--- config.mk ---
export PLATFORM = sky130hd
export DESIGN_NAME = fetch_stage_flat
export DESIGN_NICKNAME = d
export VERILOG_FILES = /design/src/rtl/pipeline_pkg.sv /design/src/rtl/imem_if.sv /design/src/rtl/fetch_skid_buf.sv /design/src/rtl/fetch_stage.sv /design/src/flat_wrapper.sv
export SDC_FILE = /design/constraint.sdc
export NUM_CORES = 1
export LEC_CHECK = 0
export CORE_UTILIZATION = 41
export DETAILED_ROUTE_END_ITERATION = 10
export PLACE_DENSITY = 0.62
export SYNTH_ARGS = -nofsm -noshare
export SYNTH_HDL_FRONTEND = slang
export SYNTH_SLANG_ARGS = --single-unit
export TNS_END_PERCENT = 100
--- constraint.sdc ---
create_clock -name clk -period 2.77 [get_ports clk]
set_input_delay 0.277 -clock clk [delete_from_list [all_inputs] [get_ports clk]]
set_output_delay 0.277 -clock clk [all_outputs]
set_load 0.1 [all_outputs]
--- src/rtl/pipeline_pkg.sv ---
// Types and constants shared by the fetch and decode stages of the MIPS32 pipeline.
package pipeline_pkg;

    localparam int XLEN = 32;

    // Instruction word used for empty or flushed IF/ID slots (sll $0,$0,0)
    localparam logic [XLEN-1:0] DEFAULT_NOP = 32'h0000_0000;

    // Fetch controller states
    typedef enum logic [1:0] {
        REQ  = 2'd0,
        DROP = 2'd1,
        HOLD = 2'd2
    } fetch_state_t;

    // IF/ID pipeline register as seen by decode
    typedef struct packed {
        logic [XLEN-1:0] npc;
        logic [XLEN-1:0] ir;
        logic            valid;
    } if_id_t;

    // One parked fetch result waiting for decode to free up
    typedef struct packed {
        logic [XLEN-1:0] npc;
        logic [XLEN-1:0] ir;
    } skid_entry_t;

    // Sequential fetch address; wraps modulo 2^32, low bits untouched
    function automatic logic [XLEN-1:0] next_pc(input logic [XLEN-1:0] pc);
        return pc + 32'd4;
    endfunction

endpackage

--- src/rtl/imem_if.sv ---
// Request/acknowledge bus between the fetch stage and instruction memory.
interface imem_if;
    import pipeline_pkg::*;

    logic            req;
    logic [XLEN-1:0] addr;
    logic            ack;
    logic [XLEN-1:0] rdata;

    modport master (
        output req,
        output addr,
        input  ack,
        input  rdata
    );

    modport slave (
        input  req,
        input  addr,
        output ack,
        output rdata
    );

endinterface

--- src/rtl/fetch_skid_buf.sv ---
// Single-entry holding register for a fetch result that decode could not take.
module fetch_skid_buf
    import pipeline_pkg::*;
(
    input  logic        clk,
    input  logic        rst_n,
    input  logic        load,
    input  logic        unload,
    input  logic        clear,
    input  skid_entry_t din,
    output skid_entry_t dout,
    output logic        full
);

    skid_entry_t entry;

    // Capture on load; clear and unload both empty the slot and take priority
    always_ff @(posedge clk or negedge rst_n) begin
        if (!rst_n) begin
            entry <= '0;
            full  <= 1'b0;
        end else if (clear || unload) begin
            full  <= 1'b0;
        end else if (load) begin
            entry <= din;
            full  <= 1'b1;
        end
    end

    assign dout = entry;

endmodule

--- src/rtl/fetch_stage.sv ---
// Instruction-fetch stage: owns the PC, drives the instruction memory bus and
// fills the IF/ID register, honouring decode stall and execute redirects.
module fetch_stage
    import pipeline_pkg::*;
#(
    parameter logic [XLEN-1:0] RESET_PC  = 32'h0000_0000,
    parameter logic [XLEN-1:0] NOP_INSTR = DEFAULT_NOP
) (
    input  logic            clk,
    input  logic            rst_n,
    input  logic            stall,
    input  logic            redirect,
    input  logic [XLEN-1:0] redirect_pc,
    imem_if.master          imem,
    output logic [XLEN-1:0] NPC_if,
    output logic [XLEN-1:0] IR_if,
    output logic            valid_if
);

    fetch_state_t    state, state_next;
    logic [XLEN-1:0] pc, pc_next;
    logic [XLEN-1:0] pending, pending_next;
    if_id_t          if_id, if_id_next;

    logic            adv;
    logic [XLEN-1:0] pc_plus4;
    if_id_t          bubble;

    logic            skid_load;
    logic            skid_unload;
    logic            skid_clear;
    skid_entry_t     skid_din;
    skid_entry_t     skid_q;
    logic            skid_full;

    fetch_skid_buf u_skid (
        .clk    (clk),
        .rst_n  (rst_n),
        .load   (skid_load),
        .unload (skid_unload),
        .clear  (skid_clear),
        .din    (skid_din),
        .dout   (skid_q),
        .full   (skid_full)
    );

    assign adv      = !stall || !if_id.valid;
    assign pc_plus4 = next_pc(pc);
    assign bubble   = '{npc: if_id.npc, ir: NOP_INSTR, valid: 1'b0};

    // Next-state, PC, pending-target and IF/ID selection for the fetch controller
    always_comb begin
        state_next   = state;
        pc_next      = pc;
        pending_next = pending;
        if_id_next   = if_id;
        skid_load    = 1'b0;
        skid_unload  = 1'b0;
        skid_clear   = 1'b0;
        skid_din     = '{npc: pc_plus4, ir: imem.rdata};

        case (state)
            REQ: begin
                if (imem.ack) begin
                    if (redirect) begin
                        pc_next = redirect_pc;
                    end else begin
                        pc_next = pc_plus4;
                        if (adv) begin
                            if_id_next = '{npc: pc_plus4, ir: imem.rdata, valid: 1'b1};
                        end else begin
                            skid_load  = 1'b1;
                            state_next = HOLD;
                        end
                    end
                end else if (redirect) begin
                    pending_next = redirect_pc;
                    state_next   = DROP;
                end else if (adv) begin
                    if_id_next = bubble;
                end
            end

            DROP: begin
                if (redirect) begin
                    pending_next = redirect_pc;
                end
                if (imem.ack) begin
                    pc_next    = redirect ? redirect_pc : pending;
                    state_next = REQ;
                end
                if (adv) begin
                    if_id_next = bubble;
                end
            end

            HOLD: begin
                if (redirect) begin
                    skid_clear = 1'b1;
                    pc_next    = redirect_pc;
                    state_next = REQ;
                end else if (adv) begin
                    if_id_next  = '{npc: skid_q.npc, ir: skid_q.ir, valid: skid_full};
                    skid_unload = 1'b1;
                    state_next  = REQ;
                end
            end

            default: begin
                state_next = REQ;
            end
        endcase

        // A redirect squashes whatever decode would see next, even under stall
        if (redirect) begin
            if_id_next = bubble;
        end
    end

    // Fetch controller, PC and IF/ID register update
    always_ff @(posedge clk or negedge rst_n) begin
        if (!rst_n) begin
            state   <= REQ;
            pc      <= RESET_PC;
            pending <= '0;
            if_id   <= '{npc: '0, ir: NOP_INSTR, valid: 1'b0};
        end else begin
            state   <= state_next;
            pc      <= pc_next;
            pending <= pending_next;
            if_id   <= if_id_next;
        end
    end

    assign imem.req  = (state != HOLD);
    assign imem.addr = pc;

    assign NPC_if   = if_id.npc;
    assign IR_if    = if_id.ir;
    assign valid_if = if_id.valid;

endmodule

--- src/flat_wrapper.sv ---
// flat-port wrapper written by rule: the top's interface ports become plain ports
module fetch_stage_flat import pipeline_pkg::*;
#(
    parameter logic [XLEN-1:0] RESET_PC  = 32'h0000_0000,
    parameter logic [XLEN-1:0] NOP_INSTR = DEFAULT_NOP
)
  (clk, rst_n, stall, redirect, redirect_pc, NPC_if, IR_if, valid_if, imem_req, imem_addr, imem_ack, imem_rdata);
  imem_if imem_i ();
  input  logic clk;
  input  logic rst_n;
  input  logic stall;
  input  logic redirect;
  input  logic [XLEN-1:0] redirect_pc;
  output logic [XLEN-1:0] NPC_if;
  output logic [XLEN-1:0] IR_if;
  output logic valid_if;
  output wire logic [$bits(imem_i.req)-1:0] imem_req;
  output wire logic [$bits(imem_i.addr)-1:0] imem_addr;
  input wire logic [$bits(imem_i.ack)-1:0] imem_ack;
  input wire logic [$bits(imem_i.rdata)-1:0] imem_rdata;
  assign imem_req = imem_i.req;
  assign imem_addr = imem_i.addr;
  assign imem_i.ack = imem_ack;
  assign imem_i.rdata = imem_rdata;
  fetch_stage #(.RESET_PC(RESET_PC), .NOP_INSTR(NOP_INSTR)) u_core (.clk(clk), .rst_n(rst_n), .stall(stall), .redirect(redirect), .redirect_pc(redirect_pc), .imem(imem_i), .NPC_if(NPC_if), .IR_if(IR_if), .valid_if(valid_if));
endmodule
* Word-level counts from Yosys, hierarchy flattened
Index checks and enable logic that the tools add are counted.
Word-level totals: memories 0, bits in read-only memories 0, output and inout bits 98, bits in latches 0, word-level logic and storage cells 74, register bits 196, memory bits (writable) 0, input port bits 69
Cells by class: add/subtract/negate cells 1, shift-type cells 0, muxes and demuxes 33, div/mod/pow operators 0, magnitude comparators 0, multiply operators 0, reductions and logical operators 15, equality and inequality tests 14, bitwise operators 2
Operator list (number):
- $mux 65 | 3
- $pmux 65 s3 | 1
- $mux 32 | 6
- $pmux 32 s3 | 1
- $mux 33 | 2
- $pmux 32 s2 | 1
- $add 32x3->32 const B | 1
- $mux 2 | 7
- $mux 1 | 11
- $ne 2x2->1 const B | 5
- $ne 3x3->1 const B | 3
- $reduce_and 4->1 | 2
- $ne 3x2->1 const B | 2
- $pmux 2 s3 | 1
- $reduce_and 5->1 | 1
- $ne 4x3->1 const B | 1
- $reduce_and 2->1 | 2
- $reduce_bool 2->1 | 2
- $reduce_bool 4->1 | 1
- $reduce_and 3->1 | 1
- $reduce_bool 3->1 | 1
- $eq 2x1->1 const B | 1
- $eq 2x2->1 const B | 1
- $logic_not 1->1 | 2
- other kinds (4) | 6

* Logic depth before layout (Yosys ltp)
depth after elaboration 8, mapped depth 10, depth with buffers taken out 7

* Modules after synthesis
From an unflattened synthesis, not the netlist that was laid out.
Second synthesis, totals: cell total of the unflattened synthesis 1069, area total of the unflattened synthesis 10700.3 sq um
Modules (own cells, without submodules):
- fetch_stage | area each 7975.1 sq um, seq. area each 3278.1 sq um, cells an instance 930, instances 1
- fetch_skid_buf | area each 2725.1 sq um, seq. area each 1626.6 sq um, cells an instance 139, instances 1

* Least setup slack after synthesis
OpenSTA, ideal clock, no wires.
kind reg2reg, start reg u_core.pc[17], in the netlist u_core.imem.addr[17], end reg u_core.if_id, in the netlist u_core.NPC_if[25], cell stages (with the launch flop) 7, arrival 2.484 ns, clock period less this slack 2.550 ns, required time 2.704 ns, setup slack 0.220 ns, cells stage by stage dfrtp_1 -> buf_2 -> and4_1 -> nand3_2 -> or4_1 -> a21oi_1 -> o31a_1
Between the ends: cells in the longest elaborated chain, start to end 4
RTL lines:
- start, declared | line fetch_stage.sv:21 | logic [XLEN-1:0] pc, pc_next;
- start signal, assigned | line fetch_stage.sv:129 | pc <= pc_next;
- $add 32x3->32 | line pipeline_pkg.sv:31 | return pc + 32'd4;
- $mux 65 | line fetch_stage.sv:69 | if (adv) begin
- $mux 65 | line fetch_stage.sv:64 | if (imem.ack) begin
- $pmux 65 s3 | line fetch_stage.sv:62 | case (state)
- end signal, assigned | line fetch_stage.sv:126 | if_id <= '{npc: '0, ir: NOP_INSTR, valid: 1'b0};
- end signal, assigned | line fetch_stage.sv:131 | if_id <= if_id_next;
- end, declared | line fetch_stage.sv:23 | if_id_t if_id, if_id_next;
Every way passes these cells. The select of a mux whose other input is x is not followed. A chain may end at the register's enable or synchronous reset.

* Worst setup path after layout
start reg u_core.state[0], end reg u_core.if_id, in the netlist u_core.IR_if[13]
Between the ends: cells in the longest elaborated chain, start to end 3
RTL lines:
- start, declared | line fetch_stage.sv:20 | fetch_state_t state, state_next;
- start signal, assigned | line fetch_stage.sv:128 | state <= state_next;
- $eq 2x2->1, or another cell as far along | line fetch_stage.sv:62
- $ne 3x2->1 (no line), or another cell as far along
- $reduce_and 3->1 (no line) or $mux 33 (tied branches)
Several ways; a longest one is shown, not always the timed one.

==> results_dict.tcl <==
set metrics [dict create \
    fin_crit_sh 0.906 \
    n_antenna_cell 0 \
    slew_headroom 0.363 \
    clock.fmax_mhz 399 \
    clkTransAtPathRegs_ns 0.08 \
    syn_area_um2 9820 \
    crit_path_cell_trace "inv_1, ha_1, buf_4, or2_1, o22ai_4, or3_1, o31ai_1" \
    crit_buf_inv 2 \
    via_per_inst 5.56 \
    maxCapViolCount 0 \
    nets 1287 \
    syn_area_per_cell_um2 9.19 \
    rows 56 \
    final-max-slew-violation-count 0 \
    cts_root_buffer "clkbuf_16" \
    yosysTopAreaCellShare 0.499 \
    cp.depth 7 \
    start_kind "register" \
    synthFlopType "dfrtp_1" \
    worst_pin_slew_ns 0.951 \
    grt_max_degree 77 \
    r2r-end "u_core.IR_if[13]$_DFFE_PN0P_" \
    min_period_ns 2.51 \
    core_area_um2 23500 \
    antenna_found_initial 0 \
    cts_buffers 17 \
    synth_edf_count 0 \
    cp_data_required_time_ns 3.11 \
    dieArea_um2 24600 \
    port_buffers 166 \
    path_class "reg2reg" \
    yosys_warnings 0 \
    grt_pass1_vias 8106 \
    hold_viol 0 \
    syn_to_final_growth_pct 24.9 \
    n_fill_cell 2173 \
    crit_arrival_ns 2.85 \
    clock_skew_ns 0.0201 \
    end_kind "register" \
    cts_tree "yes" \
    die_width_um 157 \
    ys_seq_elements 196 \
    crit_path_end "u_core.IR_if[13]$_DFFE_PN0P_" \
    crit_start "u_core.state[0]$_DFFE_PN0P_" \
    drcViolationCount 0 \
    synth_fp_nets 1142 \
    syn_inst 1068 \
    r2r_start "u_core.state[0]$_DFFE_PN0P_" \
    wl_mm 27.5 \
    tns_ns 0 \
    rr_worst_depth 7 \
    rsz0062_at_grt "no" \
    start_util 0.418 \
    ant_nets 0 \
    h-tree-depth 4 \
    r2r_setup_slack_ns 0.26 \
    yosysSeqAreaShare 0.499 \
    crit_family "simple AND/OR/NAND/NOR gates" \
    clockBufferDepth 2 \
    place_hpwl_mm 18.7 \
    async_flop_share 1.00 \
    grt_pass1_wl_mm 44.1 \
    die_h_um 157 \
    cts_sinks 196 \
    setup_viol 0 \
    drt_iter0_markers 613 \
    clock_latency_ns 0.44 \
    synth.distinct_cells 58 \
    cp_slowest_stage_delay_ns 0.62 \
    io_pins 167 \
    drt_pre_antenna_iters 9 \
    drive_gt1_frac 0.183 \
    avgRoutedWirePerCell_um 17.8 \
    ys_top_cells_by_area "dfrtp_1 50%, nand2_1 7.5%, o21ai_0 4.4%" \
    cp_slowest_cell "or3_1" \
    grt_overflow 0 \
    place_congestion 0.818 \
    track_usage 0.229 \
    holdCritPathClass "in2async" \
    critPathMaxFanout 17 \
    status "finished, final reports clean" \
    via_count 8595 \
    synth.largest_area_cell "dfrtp_1" \
]
[placed cells by master, fill, tap and decap left out, types with 15 or more instances in the layout]
cell type        instances
a211oi_1                15
a21oi_1                 67
and2_1                  18
and3_1                  17
buf_4                  134
clkbuf_16               17
clkdlybuf4s50_1         67
dfrtp_1                196
mux2_2                  34
nand2_1                197
nor2_1                 101
o211ai_1                21
o21ai_0                 86
o22ai_1                 24
o31ai_1                 16
xnor2_1                 22
[worst min path at each step]
stage          slack [ns]                                 to
5_1_grt              0.41  u_core.u_skid.dout[8]$_DFFE_PN0P_
2_1_floorplan       -0.02        u_core.IR_if[0]$_DFFE_PN0P_
3_5_place_dp         0.29  u_core.u_skid.dout[8]$_DFFE_PN0P_
4_1_cts              0.38  u_core.u_skid.dout[6]$_DFFE_PN0P_
3_3_place_gp         0.29  u_core.u_skid.dout[8]$_DFFE_PN0P_
6_report             0.39  u_core.u_skid.dout[8]$_DFFE_PN0P_
[logic make-up (layout without fill, tap and decap cells)]
logic type / Yosys count / in the layout / share of synthesized area
AND/OR/NAND/NOR: 397 / 397 / 0.181
AO/OA/AOI/OAI: 316 / 316 / 0.210
flip-flops: 196 / 196 / 0.499
buffers and inverters: 93 / 251 / 0.0400
multiplexers: 36 / 36 / 0.0410
XOR/XNOR: 25 / 25 / 0.0223
adder cells (fa/ha/maj): 5 / 5 / 0.00637
[worst reg2reg max path: stages, from the launching register on]
cell and delay (ns):
dfrtp_1 0.41, inv_1 0.08, ha_1 0.43, buf_4 0.29
or2_1 0.19, o22ai_4 0.08, or3_1 0.62, o31ai_1 0.33
[per-layer routing]
layer  GRT usage  part of all wire  vias to the layer above
met5           0                 0                        -
met4      0.0490            0.0080                        0
met3      0.0382             0.065                       19
met2       0.358              0.46                      296
met1       0.333              0.47                     4163
li1            -                 -                     4117
[timing repair]
item	4_1_cts	5_1_grt
endpoints found under the hold margin	54	0
hold buffers	1	0
buffers inserted	0	0
resized for setup	0	0
[Yosys cell counts, types with 3 or more instances]
cell         n
o21ai_0     87
o211ai_1    21
xor2_1       3
nor3_1       8
o22a_1       3
nor3_2       4
and2_1      18
o2bb2ai_1   13
buf_1        4
a22o_1       7
ha_1         5
nor2b_1      3
dfrtp_1    196
o21ai_1      3
o31ai_1     16
nand4_1      9
mux2_2      34
and4_1       5
a222oi_1    14
nand3_1     15
o22ai_1     25
a211oi_1    15
o21a_1      10
nor2_1     102
a22oi_1      3
inv_1        9
buf_2       12
nand2_1    197
nor4_2       4
and3_1      17
a221oi_1    13
nor4_1       7
buf_4        5
clkbuf_1    57
o31a_1       3
a31oi_1      3
a221o_1      4
a21oi_1     67
xnor2_1     22
[area by class of cell]
type	count	area [um^2]	area share
multi-input cells	779	4550	0.371
well taps	319	399	0.0325
flip-flops and latches	196	4900	0.400
inverters	12	45.0	0.00367
clock inverters	13	143	0.0116
clock buffers	19	443	0.0361
repair buffers	207	1780	0.145
[through the flow]
| stage | worst slack (ns) | hold slack [ns] | std cells | util | area, um^2 |
|---|---|---|---|---|---|
| global placement | 0.291 | 0.287 | 1512 | 0.497 | 11700 |
| CTS | 0.272 | 0.380 | 1545 | 0.522 | 12300 |
| finish | 0.261 | 0.387 | 1545 | 0.522 | 12300 |
| floorplan | 0.220 | -0.0186 | 1068 | - | 9820 |
| detailed placement | 0.268 | 0.291 | 1512 | 0.497 | 11700 |
| global route | 0.115 | 0.406 | 1545 | 0.522 | 12300 |
[flip-flops by register name, indices dropped and copies added, names as in the netlist]
signal              cells
u_core.NPC_if          32
u_core.IR_if           32
u_core.state            2
u_core.u_skid.full      1
u_core.u_skid.dout     64
u_core.imem.addr       32
u_core.pending         32
u_core.valid_if         1
Power is left out: the tool's default activity adds up to more than one toggle a clock period on the data nets, which glitch-free logic cannot reach.
